[config.mk]
export PLATFORM = sky130hd
export DESIGN_NAME = bitwise_unit_arbiter
export DESIGN_NICKNAME = d
export VERILOG_FILES = /design/src/rtl/bitwise_arb_pkg.sv /design/src/rtl/bitwise_gates.sv /design/src/rtl/bitwise_unit_arbiter_rr_arbiter.sv /design/src/rtl/bitwise_unit_arbiter.sv
export SDC_FILE = /design/constraint.sdc
export NUM_CORES = 1
export LEC_CHECK = 0
export ABC_AREA = 1
export CAP_MARGIN = 5
export CORE_AREA = 3 3 118 75
export CTS_BUF_LIST = sky130_fd_sc_hd__clkbuf_4
export CTS_CLUSTER_DIAMETER = 80
export CTS_CLUSTER_SIZE = 12
export DETAILED_ROUTE_END_ITERATION = 7
export DIE_AREA = 0 0 121 78
export PLACE_DENSITY = 0.68
export SETUP_SLACK_MARGIN = 0.5
export SLEW_MARGIN = 20
export SYNTH_ARGS = -nofsm -noshare
export SYNTH_HDL_FRONTEND = slang
export SYNTH_SLANG_ARGS = --single-unit
[constraint.sdc]
create_clock -name clk -period 7.03 [get_ports clk]
set_clock_uncertainty 0.1 [all_clocks]
set_input_delay 1.7575 -clock clk [delete_from_list [all_inputs] [get_ports clk]]
set_output_delay 1.7575 -clock clk [all_outputs]
set_load 0.02 [all_outputs]
[src/rtl/bitwise_arb_pkg.sv]
// rtl/bitwise_arb_pkg.sv - opcode, FSM state and width constants for bitwise_unit_arbiter
package bitwise_arb_pkg;

    localparam int OP_W = 2;

    localparam logic [OP_W-1:0] OP_AND  = 2'b00;
    localparam logic [OP_W-1:0] OP_OR   = 2'b01;
    localparam logic [OP_W-1:0] OP_NAND = 2'b10;
    localparam logic [OP_W-1:0] OP_NOR  = 2'b11;

    typedef enum logic [1:0] {
        ST_IDLE = 2'd0,
        ST_EXEC = 2'd1,
        ST_RESP = 2'd2
    } state_t;

endpackage

[src/rtl/bitwise_gates.sv]
// rtl/bitwise_gates.sv - WIDTH-bit AND/OR/NAND/NOR gate modules shared by the arbiter
module bitwise_and #(
    parameter int WIDTH = 8
) (
    input  logic [WIDTH-1:0] a_i,
    input  logic [WIDTH-1:0] b_i,
    output logic [WIDTH-1:0] y_o
);
    assign y_o = a_i & b_i;
endmodule

module bitwise_or #(
    parameter int WIDTH = 8
) (
    input  logic [WIDTH-1:0] a_i,
    input  logic [WIDTH-1:0] b_i,
    output logic [WIDTH-1:0] y_o
);
    assign y_o = a_i | b_i;
endmodule

module bitwise_nand #(
    parameter int WIDTH = 8
) (
    input  logic [WIDTH-1:0] a_i,
    input  logic [WIDTH-1:0] b_i,
    output logic [WIDTH-1:0] y_o
);
    assign y_o = ~(a_i & b_i);
endmodule

module bitwise_nor #(
    parameter int WIDTH = 8
) (
    input  logic [WIDTH-1:0] a_i,
    input  logic [WIDTH-1:0] b_i,
    output logic [WIDTH-1:0] y_o
);
    assign y_o = ~(a_i | b_i);
endmodule

[src/rtl/bitwise_unit_arbiter_rr_arbiter.sv]
// rtl/bitwise_unit_arbiter_rr_arbiter.sv - combinational round-robin arbiter, search from ptr upward with wrap
module rr_arbiter #(
    parameter int NUM_REQ = 4,
    parameter int ID_W    = $clog2(NUM_REQ)
) (
    input  logic [NUM_REQ-1:0] req_i,
    input  logic [ID_W-1:0]    ptr_i,
    input  logic               enable_i,
    output logic [NUM_REQ-1:0] gnt_o,
    output logic [ID_W-1:0]    gnt_idx_o
);
    logic found;
    int   idx;

    always_comb begin
        gnt_o     = '0;
        gnt_idx_o = '0;
        found     = 1'b0;
        idx       = 0;
        if (enable_i) begin
            for (int k = 0; k < NUM_REQ; k++) begin
                idx = (int'(ptr_i) + k) % NUM_REQ;
                if (!found && req_i[idx]) begin
                    found       = 1'b1;
                    gnt_o[idx]  = 1'b1;
                    gnt_idx_o   = ID_W'(idx);
                end
            end
        end
    end
endmodule

[src/rtl/bitwise_unit_arbiter.sv]
// rtl/bitwise_unit_arbiter.sv - round-robin shared bitwise unit; BITWISE_ARB_STATS_EN adds op_count
module bitwise_unit_arbiter
    import bitwise_arb_pkg::*;
#(
    parameter int WIDTH   = 8,
    parameter int NUM_REQ = 4,
    parameter int ID_W    = $clog2(NUM_REQ)
) (
    input  logic                     clk,
    input  logic                     rst,
    input  logic [NUM_REQ-1:0]       req_valid,
    output logic [NUM_REQ-1:0]       req_ready,
    input  logic [2*NUM_REQ-1:0]     req_op,
    input  logic [WIDTH*NUM_REQ-1:0] req_a,
    input  logic [WIDTH*NUM_REQ-1:0] req_b,
    output logic                     rsp_valid,
    input  logic                     rsp_ready,
    output logic [WIDTH-1:0]         rsp_data,
    output logic [ID_W-1:0]          rsp_id
`ifdef BITWISE_ARB_STATS_EN
   ,output logic [15:0]              op_count
`endif
);
    state_t            state_q, state_d;
    logic [ID_W-1:0]   ptr_q, ptr_d;
    logic [OP_W-1:0]   op_q, op_d;
    logic [WIDTH-1:0]  a_q, a_d;
    logic [WIDTH-1:0]  b_q, b_d;
    logic [ID_W-1:0]   id_q, id_d;
    logic [WIDTH-1:0]  rsp_data_q, rsp_data_d;
    logic [ID_W-1:0]   rsp_id_q, rsp_id_d;

    logic [NUM_REQ-1:0] gnt;
    logic [ID_W-1:0]    gnt_idx;
    logic               arb_en;
    logic [WIDTH-1:0]   and_y, or_y, nand_y, nor_y, gate_res;

    // No grant while rst is sampled so a reset cycle never looks like an accept.
    assign arb_en = (state_q == ST_IDLE) && !rst;

    rr_arbiter #(
        .NUM_REQ (NUM_REQ),
        .ID_W    (ID_W)
    ) u_rr_arbiter (
        .req_i     (req_valid),
        .ptr_i     (ptr_q),
        .enable_i  (arb_en),
        .gnt_o     (gnt),
        .gnt_idx_o (gnt_idx)
    );

    bitwise_and  #(.WIDTH(WIDTH)) u_and  (.a_i(a_q), .b_i(b_q), .y_o(and_y));
    bitwise_or   #(.WIDTH(WIDTH)) u_or   (.a_i(a_q), .b_i(b_q), .y_o(or_y));
    bitwise_nand #(.WIDTH(WIDTH)) u_nand (.a_i(a_q), .b_i(b_q), .y_o(nand_y));
    bitwise_nor  #(.WIDTH(WIDTH)) u_nor  (.a_i(a_q), .b_i(b_q), .y_o(nor_y));

    always_comb begin
        gate_res = and_y;
        case (op_q)
            OP_AND:  gate_res = and_y;
            OP_OR:   gate_res = or_y;
            OP_NAND: gate_res = nand_y;
            OP_NOR:  gate_res = nor_y;
            default: gate_res = and_y;
        endcase
    end

    always_comb begin
        state_d    = state_q;
        ptr_d      = ptr_q;
        op_d       = op_q;
        a_d        = a_q;
        b_d        = b_q;
        id_d       = id_q;
        rsp_data_d = rsp_data_q;
        rsp_id_d   = rsp_id_q;
        req_ready  = gnt;
        case (state_q)
            ST_IDLE: begin
                if (|gnt) begin
                    op_d    = req_op[2*int'(gnt_idx) +: 2];
                    a_d     = req_a[WIDTH*int'(gnt_idx) +: WIDTH];
                    b_d     = req_b[WIDTH*int'(gnt_idx) +: WIDTH];
                    id_d    = gnt_idx;
                    ptr_d   = (int'(gnt_idx) == NUM_REQ-1) ? '0 : gnt_idx + 1'b1;
                    state_d = ST_EXEC;
                end
            end
            ST_EXEC: begin
                rsp_data_d = gate_res;
                rsp_id_d   = id_q;
                state_d    = ST_RESP;
            end
            ST_RESP: begin
                if (rsp_ready) begin
                    state_d = ST_IDLE;
                end
            end
            default: state_d = ST_IDLE;
        endcase
    end

    always_ff @(posedge clk) begin
        if (rst) begin
            state_q    <= ST_IDLE;
            ptr_q      <= '0;
            op_q       <= '0;
            a_q        <= '0;
            b_q        <= '0;
            id_q       <= '0;
            rsp_data_q <= '0;
            rsp_id_q   <= '0;
        end else begin
            state_q    <= state_d;
            ptr_q      <= ptr_d;
            op_q       <= op_d;
            a_q        <= a_d;
            b_q        <= b_d;
            id_q       <= id_d;
            rsp_data_q <= rsp_data_d;
            rsp_id_q   <= rsp_id_d;
        end
    end

    assign rsp_valid = (state_q == ST_RESP);
    assign rsp_data  = rsp_data_q;
    assign rsp_id    = rsp_id_q;

`ifdef BITWISE_ARB_STATS_EN
    logic [15:0] op_count_q, op_count_d;

    always_comb begin
        op_count_d = op_count_q;
        if (state_q == ST_RESP && rsp_ready && op_count_q != 16'hFFFF) begin
            op_count_d = op_count_q + 16'd1;
        end
    end

    always_ff @(posedge clk) begin
        if (rst) begin
            op_count_q <= '0;
        end else begin
            op_count_q <= op_count_d;
        end
    end

    assign op_count = op_count_q;
`endif

endmodule

==> results of run 1 <==
-- where the power goes --
part	internal (uW)	switching, uW
Sequential	266	55.1
Combinational	346	652
Clock	35.6	63.4
-- worst min-delay path by stage --
stage | slack, ns | startpoint | endpoint
2_1_floorplan | 0.33 | id_q[0]$_SDFFE_PP0P_ | rsp_id[0]$_SDFFE_PP0N_
3_3_place_gp | 0.35 | id_q[0]$_SDFFE_PP0P_ | rsp_id[0]$_SDFFE_PP0N_
3_5_place_dp | 0.35 | id_q[0]$_SDFFE_PP0P_ | rsp_id[0]$_SDFFE_PP0N_
4_1_cts | 0.37 | id_q[0]$_SDFFE_PP0P_ | rsp_id[0]$_SDFFE_PP0N_
5_1_grt | 0.39 | id_q[0]$_SDFFE_PP0P_ | rsp_id[0]$_SDFFE_PP0N_
6_report | 0.37 | id_q[0]$_SDFFE_PP0P_ | rsp_id[0]$_SDFFE_PP0N_
-- placed cells by master (no fill, tap or decap) --
| cell | count |
|---|---|
| nand3_2 | 10 |
| buf_4 | 1 |
| nand3_1 | 50 |
| nor2_4 | 2 |
| inv_2 | 3 |
| a21boi_0 | 5 |
| nand2_2 | 7 |
| clkdlybuf4s50_1 | 93 |
| a21oi_4 | 1 |
| clkinv_1 | 5 |
| o21ai_0 | 16 |
| or2_2 | 1 |
| nand2_4 | 6 |
| nor2_1 | 58 |
| clkbuf_4 | 5 |
| ha_1 | 8 |
| diode_2 | 1 |
| inv_6 | 1 |
| nand2_1 | 118 |
| nand4_1 | 36 |
| inv_1 | 106 |
| nor2_2 | 2 |
| nor3_4 | 1 |
| dfxtp_1 | 34 |
| nand3_4 | 1 |
| a21oi_1 | 25 |
| xor2_1 | 8 |
-- cells by family after synthesis --
kind of cell	Yosys count
adder cells (fa/ha/maj)	8
AND/OR/NAND/NOR	292
AO/OA/AOI/OAI	47
flip-flops	34
buffers and inverters	138
XOR/XNOR	8
-- flip-flops by register name, summed over array words and instances, names as in the netlist --
signal / cells
id_q: 2
state_q: 2
a_q: 8
b_q: 8
rsp_data: 8
op_q: 2
rsp_id: 2
ptr_q: 2
-- per-stage QoR --
stage               hold WS [ns]  worst slack (ns)  instances  power [uW]  util (%)
global route              0.3875             1.142        712        1575     52.42
floorplan                 0.3301             2.455        527        1092         -
global placement          0.3509             1.401        703        1299     51.73
finish                    0.3658             1.241        712        1417     52.42
detailed placement        0.3527             1.297        703        1320     51.73
CTS                       0.3685             1.281        711        1423     52.35
-- Yosys cell counts, types with 2 or more instances --
cell and instances:
ha_1 8, nand2_4 6, buf_4 4, nand2_1 118, buf_6 2, clkinv_1 2, clkbuf_1 14, xor2_1 8
nand3_2 10, inv_2 3, nand4_1 36, nor2_1 59, o21ai_0 16, nand3_1 50, dfxtp_1 34, nand2_2 7
nor2_4 2, inv_1 106, a21boi_0 5, buf_2 4, a21oi_1 25
-- final cells by class --
type | count | share of cell area, %
Clock buffer | 5 | 0.9194
Multi-Input combinational cell | 355 | 45.36
Inverter | 112 | 10.42
Sequential cell | 34 | 16.67
Timing Repair Buffer | 94 | 22.98
Tap cell | 108 | 3.310
Antenna cell | 1 | 0.06129
Clock inverter | 3 | 0.2758
-- layer usage --
metal,vias to the layer above,routed length [microns]
met4,0,70
met5,-,0
met1,1532,4348
met2,102,3792
li1,1783,-
met3,9,624
-- worst max-delay path: stages --
cell	delay, ns
clkdlybuf4s50_1	0.45
inv_1	0.08
nand2_1	0.09
nand3_2	0.16
nand2_4	0.09
nor2_4	0.27
nand3_1	0.14
nand3_1	0.14
nand2_1	0.08
inv_1	0.07
clkdlybuf4s50_1	0.60
==> metrics, run 1 <==
H-tree Lvls=2; post_cts resized=0; Worst setup endpoint=req_ready[3]; ANT nets after route=0; maxcap violations=0; DIE WIDTH=121 microns; RSZ-0062 raised after global routing=no; top post-synthesis cells by area=dfxtp_1 22%, nand2_1 14%, inv_1 13%; met2 global-route usage=about 30%; core area=0.007789 sq mm; VDD IR max=about 0.25 mV; Iter 0 DRT Violations=about 290; synthesis-stage register bit count=34; syn_nets=614; reg2reg end=ptr_q[0]$_SDFFE_PP0P_; compound-gate portion of the synthesized area=under 10%; simple-gate share of the synthesized area=45.71%; initial antenna violation count=1; post-CTS setup repair buffer count=0; Fin. Hold Viols=0; R2R depth=14; Top FF cell, synth=dfxtp_1; sum of negative setup slack=0 ns; Vias=around 3400; distinct cell type count after synthesis=29; Fill cells=approximately 790; # rows=25; largest family of logic cells by synthesized area=simple AND/OR/NAND/NOR gates; mux cell area share after synthesis=0%; Setup Crit Path Kind=in2out; die area=between 0.009 and 0.01 sq mm; WL/cell=12.41 microns; worst-path fanout max=12; GRT met3 Usage=under 10%; final number of setup-violating endpoints=0; Setup crit start=req_valid[3]; clock sinks=34; layout cells sized above 1=under 10%; Max Clk Rate=172.7 MHz; Yosys top cell area share=~22%; post-synthesis async set-or-reset flop share=0%; static leakage=around 0.0021 uW; Ports=between 90 and 100; crit start category=primary input; Max clock buf depth=2; met1 usage=25.88%; Post-synth EDFFs=0; power per cell area=347.1 mW/mm^2; Die H=roughly 78 microns; Via density=4.812; first-pass GRT wire length=14630 microns; total CTS buffers=5; XOR/XNOR share of the synthesized area=under 10%; Post-DP Area=roughly 0.0040 sq mm; fin crit share=between 80 and 90%; Worst EP arrival=roughly 3.9 ns; max-slew violations=0; post-layout min period=5.789 ns; design area=roughly 0.004 sq mm; largest area contributor in the netlist=dfxtp_1; register area share after synthesis=approximately 22%; Area Overhead vs Synth=32.00%; RePlAce Congestion=~0.88; status=completed; largest net degree at the start of global routing=41; Yosys Warn Count=0; min-delay worst type=reg2reg; Root Driver=clkbuf_4; Synth Instances=between 500 and 600; Starting Density=between 30% and 40%; port bufs=between 90 and 100; syn avg cell area=around 5.9 sq um; Req. time, crit path=slightly above 5 ns; relative slew slack=between 40% and 50%; HPWL after DPL=between 6000 and 7000 microns; Post-Synth Adder-Cell Area=between 3 and 4%; reg2reg start=ptr_q[0]$_SDFFE_PP0P_; critical path endpoint category=output pin; Hold Path Depth=2; total gr overflow=0; Worst R2R Setup Slack=approximately 3.3 ns; vias in the first global route=3200; DRC Markers=0; Worst-Margin Slew=0.7774 ns; Reg area=roughly 700 sq um; CTS tree=built; Mapped Area=0.003093 sq mm; Tot GR Track Use=18.62%; GRT busiest layer=met2; multi-input logic area=about 0.0019 sq mm; CTS Hold Bufs=0; wirelength, routed=slightly below 9000 microns; Worst-path clk slew=around 0.1 ns; clock latency on the worst-skew pair=~0.34 ns; Final Net Count=roughly 690; TritonRoute pass-1 iters=4
(Power assumes the default switching activity.)
==> run 2: changes to the inputs <==
PLACE_DENSITY = 0.71   (was 0.68)
clock period = 5.2 ns   (was 7.03 ns; I/O delays follow)
==> run 2 against run 1 <==
First-iteration DRC count shrank 2.8%. Worst hold slack gained 0.0044 ns. Clock power grew 88%. Register-to-register slack lost 1.8 ns. Critical path type unchanged. Final cell count grew 0.14%. Sequential cell count is the same. Die area is the same. Non-clock buffer count grew 1. Combinational power grew 34%. Global-route usage shrank 0.62 points. Sequential power grew 35%. Critical path depth is the same.
==> metrics, run 2 (same netlist as run 1, synthesis figures left out) <==
maxcap violations=0 (unchanged); Final Net Count=690 (was 689); first-pass GRT wire length=14460 microns (was 14630 microns); Worst R2R Setup Slack=1.53 ns (was 3.33 ns); reg2reg start=ptr_q[0]$_SDFFE_PP0P_ (unchanged); DIE WIDTH=121 microns (unchanged); RePlAce Congestion=0.8576 (was 0.8761); Area Overhead vs Synth=33.01% (was 32.00%); R2R depth=14 (unchanged); design area=0.004114 sq mm (was 0.004083 sq mm); total gr overflow=0 (unchanged); Tot GR Track Use=18.00% (was 18.62%); port bufs=93 (unchanged); H-tree Lvls=2 (unchanged); Post-DP Area=0.004029 sq mm (unchanged); min-delay worst type=reg2reg (unchanged); Die H=78 microns (unchanged); VDD IR max=0.3222 mV (was 0.2487 mV); # rows=25 (unchanged); clock sinks=34 (unchanged); Max clock buf depth=2 (unchanged); Req. time, crit path=3.80 ns (was 5.17 ns); Place WS=0.3750 ns (was 1.297 ns); core area=0.007789 sq mm (unchanged); status=completed (unchanged); Worst EP arrival=3.10 ns (was 3.93 ns); HPWL after DPL=6424 microns (was 6512 microns); final number of setup-violating endpoints=0 (unchanged); Iter 0 DRT Violations=279 (was 287); reg2reg end=ptr_q[0]$_SDFFE_PP0P_ (unchanged); fin worst setup slack=0.6966 ns (was 1.241 ns); hold_sp=id_q[0]$_SDFFE_PP0P_ (unchanged); relative slew slack=45.78% (was 48.05%); Hold Path Depth=2 (unchanged); Vias=3412 (was 3426); RSZ-0062 raised after global routing=no (unchanged); worst min-delay path endpoint=rsp_id[0]$_SDFFE_PP0N_ (unchanged); post-layout min period=4.503 ns; worst-path fanout max=9 (was 12); Starting Density=39.71% (unchanged); sum of negative setup slack=0 ns (unchanged); wirelength, routed=8467 microns (was 8836 microns); layout cells sized above 1=7.450% (was 6.799%); Worst-Margin Slew=0.8113 ns (was 0.7774 ns); vias in the first global route=3287 (was 3200); WL/cell=11.88 microns (was 12.41 microns); static leakage=0.002166 uW (was 0.002126 uW); max-slew violations=0 (unchanged); Via density=4.785 (was 4.812); DRC Markers=0 (unchanged); clock latency on the worst-skew pair=0.33 ns (was 0.34 ns); initial antenna violation count=1 (unchanged); total CTS buffers=5 (unchanged); die area=0.009438 sq mm (unchanged); Fill cells=769 (was 787); Setup Crit Path Kind=in2out (unchanged); Ports=94 (unchanged); power per cell area=476.9 mW/mm^2 (was 347.1 mW/mm^2); CTS tree=built (unchanged); Worst-path clk slew=0.10 ns (about the same); fin crit share=86.60%; largest net degree at the start of global routing=41 (unchanged); CTS Hold Bufs=0 (unchanged); critical path endpoint category=output pin (unchanged); Fin. Hold Viols=0 (unchanged); commonest non-fill, non-tap cells in the layout=118 x nand2_1, 106 x inv_1, 89 x clkdlybuf4s50_1 (was 118 x nand2_1, 106 x inv_1, 93 x clkdlybuf4s50_1); crit start category=primary input (unchanged); ANT nets after route=0 (unchanged); Root Driver=clkbuf_4 (unchanged); commonest non-fill, non-tap cell in the layout=nand2_1 (unchanged); TritonRoute pass-1 iters=4 (unchanged); Max Clk Rate=between 200 and 250 MHz
-- run 2: cell types whose count changed in the layout (fill, tap and decap cells not counted), sizes merged --
| cell | before | now |
|---|---|---|
| clkinv | 5 | 4 |
| buf | 1 | 2 |
| clkdlybuf4s50 | 93 | 89 |
| bufinv | 0 | 1 |
| dlygate4sd2 | 0 | 4 |
-- run 2: critical path, cell delays in order --
cell             delay, ns
clkdlybuf4s50_1       0.45
inv_1                 0.12
nand2_1               0.08
nand3_1               0.14
nand2_1               0.10
nor2_4                0.21
nand3_1               0.10
nand3_1               0.12
nand2_1               0.08
inv_1                 0.06
dlygate4sd2_1         0.33
-- run 2: through the flow --
step	instances	total power, uW	hold WS (ns)	util, %
2_1_floorplan	527	1476	0.3301	-
3_3_place_gp	703	1740	0.3494	51.73
3_5_place_dp	703	1773	0.3522	51.73
4_1_cts	712	1966	0.3738	52.75
5_1_grt	713	2182	0.4061	52.82
6_report	713	1962	0.3702	52.82
-- run 2: where the power goes --
group          leakage (uW)  switching (uW)  total, uW  internal, uW
Clock             0.0000450            86.2        186          99.6
Sequential         0.000281            74.8        434           359
Combinational       0.00184             874       1340           468
-- run 2: layout make-up --
type                       instances  area, sq um  share of cell area, %
multi-input combinational        355         1852                  45.01
antenna                            1        2.502                0.06083
sequential                        34        680.7                  16.54
clock inverter                     3        40.04                 0.9732
inverter                         112        425.4                  10.34
timing repair buffer              95        940.9                  22.87
clock buffer                       5        37.54                 0.9124
tap                              108        135.1                  3.285
-- run 2: worst max path at each step --
stage / startpoint / endpoint / slack, ns / cells past startpoint
2_1_floorplan: req_valid[1] / req_ready[2] / 1.54 / 10
3_3_place_gp: req_valid[3] / req_ready[0] / 0.48 / 11
3_5_place_dp: req_valid[2] / req_ready[3] / 0.38 / 11
4_1_cts: req_valid[2] / req_ready[3] / 0.69 / 11
5_1_grt: req_valid[2] / req_ready[3] / 0.51 / 11
6_report: req_valid[2] / req_ready[0] / 0.70 / 11
-- run 2: what timing repair did --
| item | 4_1_cts | 5_1_grt |
|---|---|---|
| setup endpoints to repair | 4 | 0 |
| resized for setup | 4 | 0 |
| setup buffers | 1 | 0 |
| endpoints found under the hold margin | 0 | 0 |
-- run 2: routing by layer --
layer	part of all wire, %	up-vias	global-route usage, %
li1	-	1790	-
met1	48	1496	23.93
met2	43	116	29.20
met3	7.4	10	5.171
met4	1.3	0	3.394
met5	0	-	0
==> run 3: changes to the inputs <==
HOLD_SLACK_MARGIN = 0.1   (was default)
PLACE_DENSITY = 0.68   (was 0.71)
clock period = 5 ns   (was 5.2 ns; I/O delays follow)
==> run 3 against run 2 <==
Sequential cell count did not move. Global-route usage rose by 0.61 points. Worst setup slack got worse by 0.12 ns. Final cell count rose by 0.28%. Combinational power rose by 5%. Clock-buffer cell count rose by 1. Non-clock buffer count rose by 1. Clock power fell by 21%. Critical path type unchanged. Largest cell class unchanged.
==> metrics, run 3 (same netlist as run 1, synthesis figures left out) <==
die area=0.009438 sq mm (unchanged); WL/cell=12.40 microns (was 11.88 microns); static leakage=0.002155 uW (was 0.002166 uW); Sw Share=54.18% (was 52.77%); # rows=25 (unchanged); post-layout min period=approximately 4.4 ns; Fin. Hold Viols=0 (unchanged); H-tree Lvls=2 (unchanged); crit start category=primary input (unchanged); maxcap violations=0 (unchanged); Area Overhead vs Synth=32.73% (was 33.01%); fin crit share=between 80% and 90%; min-delay worst type=reg2reg (unchanged); Seq pwr share=22.5% (was 22.1%); final number of setup-violating endpoints=0 (unchanged); largest net degree at the start of global routing=41 (unchanged); Root Driver=clkbuf_4 (unchanged); VDD IR max=0.3133 mV (was 0.3222 mV); combinational power share=70.2% (was 68.4%); TritonRoute pass-1 iters=4 (unchanged); CP Buf/Inv Count=4 (unchanged); CTS tree=built (unchanged); initial antenna violation count=1 (unchanged); max-slew violations=0 (unchanged); vias in the first global route=3386 (was 3287); sum of negative setup slack=0 ns (unchanged); DRC Markers=0 (unchanged); Reg area=680.7 sq um (unchanged); commonest non-fill, non-tap cell in the layout=nand2_1 (unchanged); worst-path fanout max=4 (was 9); first-pass GRT wire length=14720 microns (was 14460 microns); Worst-Margin Slew=0.7963 ns (was 0.8113 ns); CTS Hold Bufs=0 (unchanged); power per cell area=490.4 mW/mm^2 (was 476.9 mW/mm^2); core area=0.007789 sq mm (unchanged); Iter 0 DRT Violations=238 (was 279); Fill cells=814 (was 769); clock latency on the worst-skew pair=0.34 ns (was 0.33 ns); fin worst setup slack=0.5769 ns (was 0.6966 ns); ANT nets after route=0 (unchanged); port bufs=93 (unchanged); Clock Power Share=7.3% (was 9.5%); power consumption=2013 uW (was 1962 uW); Vias=3465 (was 3412); Final Net Count=692 (was 690); layout cells sized above 1=7.756% (was 7.450%); CP delay by family, top=buffers and inverters (unchanged); Place WS=0.2987 ns (was 0.3750 ns); Max Clk Rate=approximately 230 MHz; Ports=94 (unchanged); Tot GR Track Use=18.61% (was 18.00%); clock sinks=34 (unchanged); relative slew slack=46.79% (was 45.78%); total CTS buffers=5 (unchanged); Starting Density=39.71% (unchanged); Setup Crit Path Kind=in2out (unchanged); RSZ-0062 raised after global routing=yes (was no); placed insts=704 (was 703); Pint=922.5 uW (was 926.5 uW); commonest non-fill, non-tap cells in the layout=118 x nand2_1, 105 x inv_1, 89 x clkdlybuf4s50_1 (was 118 x nand2_1, 106 x inv_1, 89 x clkdlybuf4s50_1); Worst-path clk slew=0.10 ns (about the same); max incr delay on CP=0.45 ns (about the same); Worst EP arrival=3.07 ns (was 3.10 ns); Die H=78 microns (unchanged); wirelength, routed=8864 microns (was 8467 microns); DIE WIDTH=121 microns (unchanged); total gr overflow=0 (unchanged); Max clock buf depth=2 (unchanged); Final Util=52.71% (was 52.82%); critical path endpoint category=output pin (unchanged); status=completed (unchanged); Req. time, crit path=3.65 ns (was 3.80 ns); HPWL after DPL=6539 microns (was 6424 microns); multi-input logic area=0.001858 sq mm (was 0.001852 sq mm); switching power=1091 uW (was 1035 uW); slowest CP cell=clkdlybuf4s50_1 (unchanged); RePlAce Congestion=0.8716 (was 0.8576); Post-Layout Cell Count=715 (was 713); Via density=4.846 (was 4.785); worst-path cell chain=clkdlybuf4s50_1 -> inv_1 -> nand2_1 -> nand3_1 -> nand2_1 -> nor2_2 -> nand3_1 -> nand3_1 -> nand2_1 -> inv_1 -> dlygate4sd2_1 (was clkdlybuf4s50_1 -> inv_1 -> nand2_1 -> nand3_1 -> nand2_1 -> nor2_4 -> nand3_1 -> nand3_1 -> nand2_1 -> inv_1 -> dlygate4sd2_1)
-- run 3: cell types whose count changed in the layout (fill, tap and decap cells not counted), sizes merged --
| cell | previous run | this run |
|---|---|---|
| buf | 2 | 3 |
| bufinv | 1 | 0 |
| clkbuf | 5 | 6 |
| clkdlybuf4s15 | 0 | 1 |
| dlygate4sd2 | 4 | 3 |
| nor2 | 62 | 63 |
-- run 3: worst register-to-register path, stage by stage (launching register included) --
cell	delay, ns
dfxtp_1	0.73
inv_6	0.13
ha_1	0.42
inv_1	0.11
nand3_1	0.10
nand2_1	0.12
nor2_2	0.22
buf_4	0.18
nand2_2	0.10
nand2_4	0.33
nand3_4	0.44
inv_2	0.19
ha_1	0.15
or2_2	0.10
clkinv_1	0.05
nor2_1	0.09
nor2_1	0.05
-- run 3: worst paths after layout --
kind | from | to | slack (ns) | cells after the start
min | id_q[0]$_SDFFE_PP0P_ | rsp_id[0]$_SDFFE_PP0N_ | 0.37 | 2
max reg2reg | ptr_q[0]$_SDFFE_PP0P_ | ptr_q[0]$_SDFFE_PP0P_ | 1.29 | 16
min reg2reg | id_q[0]$_SDFFE_PP0P_ | rsp_id[0]$_SDFFE_PP0N_ | 0.37 | 2
max | req_valid[2] | req_ready[1] | 0.58 | 11
-- run 3: final cells by class --
cell class                 count  area share (%)
multi-input combinational    356           45.26
timing repair buffer          96           23.13
sequential                    34           16.58
inverter                     112           10.36
tap                          108           3.292
clock buffer                   6           1.097
clock inverter                 2          0.2133
antenna                        1         0.06096
-- run 3: what timing repair did --
item,4_1_cts,5_1_grt
gates resized for setup,4,2
pin swaps,1,1
gates cloned,0,1
buffers inserted,1,0
endpoints found under the setup margin,4,4
-- run 3: power by group through the flow --
| stage | Sequential [uW] | Clock, uW | Combinational [uW] |
|---|---|---|---|
| after CTS | 453 | 155 | 1410 |
| final | 454 | 147 | 1410 |
| after global placement | 453 | 0 | 1380 |
| after floorplan | 459 | 0 | 1080 |
| after detailed placement | 458 | 0 | 1400 |
| after global routing | 465 | 165 | 1610 |
-- run 3: routing by layer --
layer,up-vias,routed length [microns],track usage (%)
met5,-,0,0
met4,0,136,5.204
li1,1794,-,-
met2,111,3722,30.14
met1,1544,4378,24.60
met3,16,627,4.588
-- run 3: stage by stage --
stage	hold WS (ns)	instance area [sq um]
final	0.3663	4105
after global routing	0.3924	4105
after floorplan	0.3301	3093
after CTS	0.3694	4093
after global placement	0.3517	4036
after detailed placement	0.3529	4036
